===== src/rtl/mouse_viewport_tracker_pkg.sv =====
// Shared constants and the saturating coordinate update for the mouse
// viewport tracker. Package name: mouse_view_pkg.
package mouse_view_pkg;

  localparam int POS_W  = 14;
  localparam int H_MAX  = 6400;
  localparam int V_MAX  = 4800;
  localparam int H_INIT = 3200;
  localparam int V_INIT = 2400;

  // Adds a signed delta to an unsigned coordinate with two guard bits,
  // clamping the result into 0..max.
  function automatic logic [POS_W-1:0] sat_add(
    input logic        [POS_W-1:0] pos,
    input logic signed [POS_W+1:0] delta,
    input logic        [POS_W-1:0] max
  );
    logic signed [POS_W+1:0] sum;
    sum = $signed({2'b00, pos}) + delta;
    if (sum < 0)
      sat_add = '0;
    else if (sum > $signed({2'b00, max}))
      sat_add = max;
    else
      sat_add = sum[POS_W-1:0];
  endfunction

endpackage


===== src/rtl/mouse_viewport_tracker_axis_accum.sv =====
// One axis of the viewport tracker: scales and orients a 9-bit packet delta
// (stage 1), then applies it to the coordinate with clamping (stage 2).
// Recenter returns the coordinate to INIT and discards in-flight deltas.
// Optional build macro ACCEL_EN doubles the gain for large deltas.
module axis_accum #(
  parameter int POS_W      = mouse_view_pkg::POS_W,
  parameter int MAX        = mouse_view_pkg::H_MAX,
  parameter int INIT       = mouse_view_pkg::H_INIT,
  parameter bit INVERT     = 1'b0,
  parameter int GAIN_SHIFT = 1
`ifdef ACCEL_EN
  , parameter int ACCEL_TH = 16
`endif
) (
  input  logic                    clk,
  input  logic                    rst,
  input  logic                    recenter,
  input  logic                    tick,
  input  logic signed [8:0]       delta,
  output logic        [POS_W-1:0] pos
);
  import mouse_view_pkg::*;

  localparam int DW = POS_W + 2;

  logic signed [DW-1:0] ext;
  logic signed [DW-1:0] scaled;
  logic signed [DW-1:0] d_nxt;
  logic signed [DW-1:0] d_p1;
  logic                 vld_p1;
`ifdef ACCEL_EN
  logic signed [DW-1:0] mag;
`endif

  // Sign-extend, apply gain, and flip orientation when INVERT is set
  always_comb begin
    ext = DW'(delta);
`ifdef ACCEL_EN
    mag = (ext < 0) ? -ext : ext;
    if (mag >= DW'(ACCEL_TH))
      scaled = ext <<< (GAIN_SHIFT + 1);
    else
      scaled = ext <<< GAIN_SHIFT;
`else
    scaled = ext <<< GAIN_SHIFT;
`endif
    d_nxt = INVERT ? -scaled : scaled;
  end

  // ---- stage 0 -> stage 1: delta register (qualified by vld_p1)
  always_ff @(posedge clk) d_p1 <= d_nxt;

  // ---- stage 1 -> stage 2: saturating update; recenter overrides the pipe
  always_ff @(posedge clk) begin
    if (rst) begin
      vld_p1 <= 1'b0;
      pos    <= POS_W'(INIT);
    end else if (recenter) begin
      vld_p1 <= 1'b0;
      pos    <= POS_W'(INIT);
    end else begin
      vld_p1 <= tick;
      if (vld_p1)
        pos <= sat_add(pos, d_p1, POS_W'(MAX));
    end
  end

endmodule


===== src/rtl/mouse_viewport_tracker.sv =====
// Mouse viewport tracker: turns PS/2 mouse packets into clamped viewport
// coordinates, a per-packet update strobe and button press pulses.
// Optional build macro ACCEL_EN enables large-delta acceleration.
module mouse_viewport_tracker #(
  parameter int POS_W      = mouse_view_pkg::POS_W,
  parameter int H_MAX      = mouse_view_pkg::H_MAX,
  parameter int V_MAX      = mouse_view_pkg::V_MAX,
  parameter int H_INIT     = mouse_view_pkg::H_INIT,
  parameter int V_INIT     = mouse_view_pkg::V_INIT,
  parameter int GAIN_SHIFT = 1
`ifdef ACCEL_EN
  , parameter int ACCEL_TH = 16
`endif
) (
  input  logic             clk,
  input  logic             rst,
  input  logic [8:0]       xm,
  input  logic [8:0]       ym,
  input  logic [2:0]       btnm,
  input  logic             m_done_tick,
  input  logic             recenter,
  output logic [POS_W-1:0] h_position,
  output logic [POS_W-1:0] v_position,
  output logic             pos_valid,
  output logic [2:0]       click_pulse
);
  import mouse_view_pkg::*;

  logic       vld_p1;
  logic [2:0] btn_prev;
  logic [2:0] press_p1;

  axis_accum #(
    .POS_W(POS_W), .MAX(H_MAX), .INIT(H_INIT), .INVERT(1'b0), .GAIN_SHIFT(GAIN_SHIFT)
`ifdef ACCEL_EN
    , .ACCEL_TH(ACCEL_TH)
`endif
  ) u_h_axis (
    .clk(clk), .rst(rst), .recenter(recenter), .tick(m_done_tick),
    .delta($signed(xm)), .pos(h_position)
  );

  // PS/2 Y is positive-up; the screen is positive-down, so the Y axis inverts
  axis_accum #(
    .POS_W(POS_W), .MAX(V_MAX), .INIT(V_INIT), .INVERT(1'b1), .GAIN_SHIFT(GAIN_SHIFT)
`ifdef ACCEL_EN
    , .ACCEL_TH(ACCEL_TH)
`endif
  ) u_v_axis (
    .clk(clk), .rst(rst), .recenter(recenter), .tick(m_done_tick),
    .delta($signed(ym)), .pos(v_position)
  );

  // ---- stage 0 -> stage 1: press edges relative to the previous packet
  always_ff @(posedge clk) press_p1 <= btnm & ~btn_prev;

  // ---- stage 1 -> stage 2: valid tracking, button history and output strobes
  always_ff @(posedge clk) begin
    if (rst) begin
      vld_p1      <= 1'b0;
      btn_prev    <= 3'b000;
      pos_valid   <= 1'b0;
      click_pulse <= 3'b000;
    end else begin
      if (m_done_tick)
        btn_prev <= btnm;
      vld_p1      <= m_done_tick & ~recenter;
      pos_valid   <= vld_p1 & ~recenter;
      click_pulse <= (vld_p1 && !recenter) ? press_p1 : 3'b000;
    end
  end

endmodule

===== config.mk =====
export PLATFORM = sky130hd
export DESIGN_NAME = mouse_viewport_tracker
export DESIGN_NICKNAME = d
export VERILOG_FILES = /design/src/rtl/mouse_viewport_tracker_pkg.sv /design/src/rtl/mouse_viewport_tracker_axis_accum.sv /design/src/rtl/mouse_viewport_tracker.sv
export SDC_FILE = /design/constraint.sdc
export NUM_CORES = 1
export LEC_CHECK = 0
export CAP_MARGIN = 5
export CORE_MARGIN = 2
export CORE_UTILIZATION = 58
export CTS_CLUSTER_SIZE = 30
export DETAILED_ROUTE_END_ITERATION = 12
export GPL_TIMING_DRIVEN = 1
export PLACE_DENSITY = 0.91
export REMOVE_ABC_BUFFERS = 1
export SYNTH_ARGS = -nofsm -noshare
export SYNTH_HDL_FRONTEND = slang
export SYNTH_SLANG_ARGS = --single-unit

===== constraint.sdc =====
create_clock -name clk -period 5.5 [get_ports clk]
set_input_delay 1.1 -clock clk [delete_from_list [all_inputs] [get_ports clk]]
set_output_delay 1.1 -clock clk [all_outputs]
set_load 0.01 [all_outputs]

# Word-level counts from Yosys, hierarchy flattened
# Cells that the tools add are included.
# classes
addsub	3
n_lt_le_gt_ge	4
n_mux	4
bitwise_logic	6
n_reduce_logical	4
# op_table
operator	count
$mux 14	4
$gt 16x14->1 const B	2
$lt 16x1->1 const B	2
$add 15x10->16	1
$add 15x16->16	1
$neg 10->16	1
$reduce_or 2->1	2
$and 3x3->3	1
$not 3->3	1
$and 1x1->1	2
$not 1->1	2
$logic_and 1x1->1	1
$logic_not 1->1	1
# word_totals
register_bits	65
elab_cells	31

# Longest topological paths before layout
# Gate-level depths: netlist of run 1.
# logic_depth
depth_word	4
ltp_mapped	10
mapped_depth_nobuf	10

# By module
# From an unflattened synthesis of run 1, not the netlist that was laid out.
# hier_totals
hier_cells	430
hier_area_um2	3844.9
# modules_own_cells
mod	instances	cells_per_inst	area_per_inst_um2	seq_area_each_um2
axis_accum (u_v_axis)	1	213	1863.0	580.6
axis_accum (u_h_axis)	1	192	1662.8	460.4
mouse_viewport_tracker	1	25	319.1	220.2

# Worst setup path before layout of run 1
# Ideal clock, no wire load.
# synth_path
path_kind	reg-to-reg
from	register u_h_axis.pos[1]
to	register u_h_axis.pos[1]
setup_time_ps	61
t_arrival_ps	3124
path_slack_ps	2315
path_stages_with_launch	11
period_less_slack_ps	3185
cell_sequence	dfxtp_1 -> ha_1 -> fa_1 -> a21o_1 -> a211oi_2 -> nor2_1 -> or4_1 -> o41a_1 -> o311a_1 -> nor4_4 -> a32o_1
# synth_between
elab_chain_cells	4
word_cells_on_any_way	5
# synth_lines
item	line_no	source
start, declared	mouse_viewport_tracker_axis_accum.sv:20	output logic [POS_W-1:0] pos
start signal, assigned	mouse_viewport_tracker_axis_accum.sv:57	pos <= POS_W'(INIT);
start signal, assigned	mouse_viewport_tracker_axis_accum.sv:60	pos <= POS_W'(INIT);
start signal, assigned	mouse_viewport_tracker_axis_accum.sv:64	pos <= sat_add(pos, d_p1, POS_W'(MAX));
$add 15x10->16 *	mouse_viewport_tracker_pkg.sv:19	sum = $signed({2'b00, pos}) + delta;
$gt 16x14->1	mouse_viewport_tracker_pkg.sv:22	else if (sum > $signed({2'b00, max}))
$mux 14	mouse_viewport_tracker_pkg.sv:22	
$mux 14 *	mouse_viewport_tracker_pkg.sv:20	if (sum < 0)
# Mark *: on every way between the ends. The rest lies on a longest branch, timed or not.
# A chain may end at the register's enable or synchronous reset.

# Worst setup path in the final report of run 1
# Same ends and word-level chain as after synthesis.

==> summary.md, run 1 <==
| Metric | Value |
|---|---|
| Ys async rst share | 0 |
| Outcome | finished, final reports clean |
| Hold Path Class | register to register |
| Setup TNS | 0 ps |
| Post-DR vias/cell | 6.21 |
| GP Congestion | approximately 0.85 |
| Core Area | between 0.005 and 0.006 sq mm |
| First-pass GRT wire length | approximately 14000 um |
| CTS sink cnt | between 60 and 70 |
| Gates resized, CTS repair | 0 |
| Cell variety after synth | 56 |
| Yosys reg bits | just over 60 |
| Die area | ~0.0065 sq mm |
| Max Fclk | 0.288 GHz |
| Yosys top cell area share | 0.366 |
| Relative slew slack | 0.418 |
| Avg WL per Cell | ~17 um |
| Crit share post-route | 0.630 |
| Initial DRC Count | around 170 |
| CTS root buf | clkbuf_8 |
| Final-stage net count | about 480 |
| Antenna violations before repair | 0 |
| Time the worst path needs with I/O delays and setup | 3470 ps |
| Port Buffers | 54 |
| DP HPWL | 6050 um |
| Detailed Route WL | roughly 8400 um |
| Vias | 3113 |
| Syn_area_per_cell | 9.13 sq um |
| Worst slew pin tran | approximately 860 ps |
| Share of cells above drive strength 1 | 0.0466 |
| Crit path required time | between 5000 and 6000 ps |
| Critical Path Sink Type | register |
| Clock transition at path regs | 70 ps |
| Initial Utilization | 0.608 |
| Io pins | 57 |
| Largest net degree at the start of global routing | 16 |
| Pre-antenna DRT Iters | 4 |
| Arrival @ worst endpoint | about 3800 ps |
| Setup ws final | approximately 2000 ps |
| DRC viols | 0 |
| TritonCTS buffer count | 9 |
| Cell Count, Final, Fillers Out | 501 |
| Synth Flop Type | dfxtp_1 |
| RSZ-0062 raised after global routing | false |
| Cell total after placement | 485 |
| Post-synth top area cell | dfxtp_1 |
| CTS max path bufs | 2 |
| Vias in the first global route | about 3000 |
| EDFF count, synth | 0 |
| Reg2reg path depth | 10 |
| Die height | between 80 and 90 um |
| CTS Hold Bufs | 0 |
| Design Power | between 1 and 1.5 mW |
| Final count of pins violating max slew | 0 |
| YS warnings | 0 |
| Post-layout util | 0.753 |
| Dominant cells by area after synthesis | dfxtp_1, ha_1, a21oi_1 |
| Crit-path max FO | 9 |
| Cell count of the worst hold path | 1 |
| Area delta synth->final | 23.8% |
| Seq/Total Area, Yosys | 0.366 |
| Cell Chain, Critical Path | ha_1, fa_1, a21o_1, a211oi_2, nor2_1, or4_1, o41a_1, o311a_1, nor4_4, a32o_1 |
| Power Density | about 260 mW/mm^2 |
| Worst Hold Slack | slightly above 400 ps |
| Setup Skew | around 5.1 ps |
| CTS tree | done |
| Final hold vios | 0 |
| Number of diodes | 0 |
| Netlist Area Pre-Place | roughly 0.0034 sq mm |
| Row count | 27 |
| Post CTS Setup Buffer Count | 0 |
| Max incr delay on CP | 460 ps |
| Final ANT Viol Nets | 0 |
| Die Wd | a little over 80 um |
| Startpoint types | register |
| Leakage Power | ~1.8 nW |
| Count leader, synth | dfxtp_1 |
| Critical path class | register to register |
| Post-route cell area | around 0.0042 sq mm |
| Pre-CTS WS | between 2000 and 2500 ps |
| Global route total overflow | 0 |
| Post-Syn Instances | 371 |
| Critical path's slowest cell | nor4_4 |
| Post-DP Area | ~0.0040 sq mm |
| Clock latency on the worst-skew pair | between 300 and 400 ps |
| Htree depth | 3 |
| Final setup viols | 0 |
| Maximum vdd ir drop | about 0.18 mV |
| Total GRT Usage | 0.274 |
| Commonest cells post-synth | dfxtp_1, a21oi_1, ha_1, o21ai_0, nand2_1 |
| Max cap viols | 0 |
layer usage:
metal  wire length, um  share of wire  track usage
met3               576          0.069       0.0663
met5                 0              0            0
met4               205          0.025        0.112
met2              4300           0.51        0.489
met1              3280           0.39        0.311
flip-flops by register name, indices dropped and copies added (netlist names):
| signal | cells |
|---|---|
| pos_valid | 1 |
| click_pulse | 3 |
| u_v_axis.pos | 13 |
| u_h_axis.d_p1 | 9 |
| btn_prev | 3 |
| u_h_axis.vld_p1 | 1 |
| vld_p1 | 1 |
| u_h_axis.pos | 13 |
| u_v_axis.d_p1 | 15 |
| press_p1 | 3 |
cell families after synthesis:
family,Yosys count,share of synthesized area
XOR/XNOR,24,0.0620
adder cells (fa/ha/maj),30,0.115
AO/OA/AOI/OAI,127,0.260
buffers and inverters,30,0.0354
multiplexers,5,0.0148
other,1,0.00111
AND/OR/NAND/NOR,92,0.145
flip-flops,62,0.366
layout make-up:
cell class / instances / area [sq um]
inverters: 17 / 63.8
clock buffers: 10 / 138
multi-input cells: 280 / 2030
repair buffers: 54 / 541
fillers: 375 / 1380
clock inverters: 6 / 91.3
well taps: 72 / 90.1
flip-flops and latches: 62 / 1240
critical path, delay by kind of cell, from the launching register on:
family                   cells  cell delay [ps]
AND/OR/NAND/NOR              3              940
flip-flops                   1              340
AO/OA/AOI/OAI                5             1430
adder cells (fa/ha/maj)      2              680
cell usage in the layout, fill, tap and decap left out, types with 8 or more instances in the layout:
master / count
dfxtp_1: 62
clkdlybuf4s50_1: 54
a21oi_1: 33
ha_1: 28
o21ai_0: 21
nand2_1: 20
nor2_1: 18
inv_1: 17
xnor2_1: 14
xor2_1: 10
a21o_1: 10
nand3_1: 10
clkbuf_8: 10
and3_1: 8
power by group:
| group | total, mW | internal, mW | switching (mW) |
|---|---|---|---|
| clock | 0.465 | 0.271 | 0.193 |
| combinational | 0.166 | 0.0739 | 0.0918 |
| sequential | 0.476 | 0.466 | 0.0102 |
| total | 1.11 | 0.811 | 0.295 |
worst paths after layout:
kind	from	endpoint	slack, ps
hold reg to reg	btn_prev[0]	press_p1[0]	410
setup reg to reg	u_h_axis.pos[1]	u_h_axis.pos[1]	2030
hold / removal	btn_prev[0]	press_p1[0]	410
setup / recovery	u_h_axis.pos[1]	u_h_axis.pos[1]	2030
Note: power is estimated with default switching activity, not from simulation.
==> inputs of run 2 (changes only) <==
--- a/config.mk
+++ b/config.mk
@@ -7,11 +7,11 @@
 export LEC_CHECK = 0
 export CAP_MARGIN = 5
 export CORE_MARGIN = 2
-export CORE_UTILIZATION = 58
+export CORE_UTILIZATION = 48
 export CTS_CLUSTER_SIZE = 30
 export DETAILED_ROUTE_END_ITERATION = 12
 export GPL_TIMING_DRIVEN = 1
-export PLACE_DENSITY = 0.91
+export PLACE_DENSITY = 0.81
 export REMOVE_ABC_BUFFERS = 1
 export SYNTH_ARGS = -nofsm -noshare
 export SYNTH_HDL_FRONTEND = slang
==> constraint.sdc (replaced) <==
create_clock -name clk -period 3.05 [get_ports clk]
set_input_delay 0.61 -clock clk [delete_from_list [all_inputs] [get_ports clk]]
set_output_delay 0.61 -clock clk [all_outputs]
set_load 0.01 [all_outputs]
==> summary.md, run 2 (same netlist as run 1, synthesis figures left out) <==
| Metric | Value |
|---|---|
| Clock transition at path regs | 80 ps (about the same) |
| Avg WL per Cell | 14.3 um (-14%) |
| Die Wd | 88.0 um (+9.4%) |
| Crit path required time | 3330 ps (-2460 ps) |
| Critical path class | register to register |
| Cell Chain, Critical Path | ha_4, fa_2, a21o_1, a211oi_2, nor2_1, or4_1, o41a_1, o311a_1, nor4_4, buf_4, a32o_1 |
| Setup TNS | 0 ps (unchanged) |
| Area delta synth->final | 29.7% |
| Psw | 510 uW (+73%) |
| Register area | 0.00124 sq mm (+0.10%) |
| CTS Hold Bufs | 0 (unchanged) |
| Io pins | 57 (unchanged) |
| Biggest register | u_v_axis.d_p1 |
| Total GRT Usage | 0.216 (-0.0584) |
| Initial DRC Count | 140 (-17%) |
| Share of cells above drive strength 1 | 0.112 (+0.0655) |
| Max cap viols | 0 (unchanged) |
| Startpoint types | register |
| Vias | 3068 (-1.4%) |
| DP HPWL | 6080 um (+0.40%) |
| Global route total overflow | 0 (unchanged) |
| Htree depth | 3 (unchanged) |
| Arrival @ worst endpoint | 3270 ps (-480 ps) |
| Number of diodes | 0 (unchanged) |
| Hold Path Class | register to register |
| CTS root buf | clkbuf_8 |
| Most frequent cells in the layout | dfxtp_1, clkdlybuf4s50_1, a21oi_1, ha_1, buf_4 |
| Vias in the first global route | 2935 (-0.81%) |
| Critical Path Sink Type | register |
| Detailed Route WL | 7890 um (-5.6%) |
| Row count | 30 (+11%) |
| Bufs and invs on worst path | 1 (+1) |
| CTS tree | done |
| Fill count | 560 (+49%) |
| Post-DR vias/cell | 5.57 (-10%) |
| Pre-antenna DRT Iters | 4 (unchanged) |
| RSZ-0062 raised after global routing | true |
| Power Density | 413 mW/mm^2 (+57%) |
| Footprint of the multi-input gates | 0.00206 sq mm (+1.3%) |
| Sequential power share | 0.472 (+0.042) |
| Internal power | 1.30 mW (+61%) |
| Leakage Power | 1.85 nW (+5.7%) |
| Core Area | 0.00679 sq mm (+22%) |
| Max Fclk | 0.334 GHz (+16%) |
| Die area | 0.00775 sq mm (+20%) |
| CTS max path bufs | 2 (unchanged) |
| Outcome | finished, final reports clean |
| Max incr delay on CP | 400 ps (-60 ps) |
| Max reg flops | 15 (unchanged) |
| Final ANT Viol Nets | 0 (unchanged) |
| Share of total power in the clock network | 0.353 (-0.067) |
| Crit share post-route | 0.982 (+0.352) |
| Top delay family on crit path | compound AO/OA/AOI/OAI gates |
| Switching Fraction | 0.281 (+0.0139) |
| Final setup viols | 0 (unchanged) |
| Final hold vios | 0 (unchanged) |
| CTS sink cnt | 62 (unchanged) |
| Registers with the most flip-flops | u_v_axis.d_p1 x15, u_h_axis.pos x13, u_v_axis.pos x13 |
| TritonCTS buffer count | 9 (unchanged) |
| Setup Skew | 8.99 ps (+3.86 ps) |
| Pre-CTS WS | -197 ps (-2260 ps) |
| Largest net degree at the start of global routing | 15 (-1) |
| Final-stage net count | 505 (+5.4%) |
| Clock latency on the worst-skew pair | 340 ps (about the same) |
| Initial Utilization | 0.499 (-0.109) |
| First-pass GRT wire length | 13200 um (-2.3%) |
| DRC viols | 0 (unchanged) |
| Antenna violations before repair | 0 (unchanged) |
| Commonest non-fill, non-tap cell in the layout | dfxtp_1 |
| Setup ws final | 53.8 ps (-1980 ps) |
| GP Congestion | 0.897 (+5.6%) |
| Critical path's slowest cell | or4_1 |
| Time the worst path needs with I/O delays and setup | 3000 ps (-471 ps) |
| Port Buffers | 54 (unchanged) |
| Combinational Power Share | 0.175 (+0.025) |
| Final count of pins violating max slew | 0 (unchanged) |
| Crit-path max FO | 5 (-4) |
| Maximum vdd ir drop | 0.339 mV (+89%) |
| Die height | 88.0 um (+9.4%) |
## run 2: per-stage QoR
| stage | area [sq um] | utilization | hold WS [ps] | std cells | total power, mW |
|---|---|---|---|---|---|
| 2_1_floorplan | 3340 | - | 391 | 359 | 1.07 |
| 3_3_place_gp | 4180 | 0.615 | 395 | 533 | 1.17 |
| 3_5_place_dp | 4180 | 0.615 | 402 | 533 | 1.18 |
| 4_1_cts | 4370 | 0.643 | 411 | 550 | 1.82 |
| 5_1_grt | 4390 | 0.647 | 423 | 551 | 1.91 |
| 6_report | 4390 | 0.647 | 409 | 551 | 1.81 |
## run 2: what timing repair did
item / in CTS / in global routing
buffers inserted: 0 / 1
cloned: 1 / 0
pin swaps: 4 / 4
setup endpoints to repair: 14 / 18
resized for setup: 5 / 4
## run 2: layout make-up
class / instances / share of cell area
Inverter: 17 / 0.0145
Clock buffer: 11 / 0.0322
Timing Repair Buffer: 80 / 0.167
Sequential cell: 62 / 0.283
Tap cell: 96 / 0.0273
Multi-Input combinational cell: 280 / 0.468
Clock inverter: 5 / 0.00797
## run 2: final timing paths
kind | start | cells after the start | slack [ps] | endpoint
min reg2reg | btn_prev[0] | 1 | 410 | press_p1[0]
max | u_h_axis.pos[1] | 11 | 50 | u_h_axis.pos[9]
max reg2reg | u_h_axis.pos[1] | 11 | 50 | u_h_axis.pos[9]
min | btn_prev[0] | 1 | 410 | press_p1[0]
## run 2: power groups by stage
stage	clock [mW]	sequential (mW)	combinational (mW)
final	0.640	0.857	0.317
after global routing	0.698	0.859	0.350
after CTS	0.654	0.856	0.312
after detailed placement	0	0.875	0.309
after global placement	0	0.874	0.300
after floorplan	0	0.872	0.197
## run 2: metal layers
layer,GRT usage,part of all wire
met2,0.362,0.49
met4,0.0868,0.021
met3,0.0443,0.048
met5,0,0
met1,0.272,0.44
==> inputs of run 3 (changes only) <==
--- a/config.mk
+++ b/config.mk
@@ -11,6 +11,7 @@
 export CTS_CLUSTER_SIZE = 30
 export DETAILED_ROUTE_END_ITERATION = 12
 export GPL_TIMING_DRIVEN = 1
+export HOLD_SLACK_MARGIN = 0.1
 export PLACE_DENSITY = 0.81
 export REMOVE_ABC_BUFFERS = 1
 export SYNTH_ARGS = -nofsm -noshare
==> results of run 3 <==
No change in the layout: final DEF, timing and power equal those of run 2.
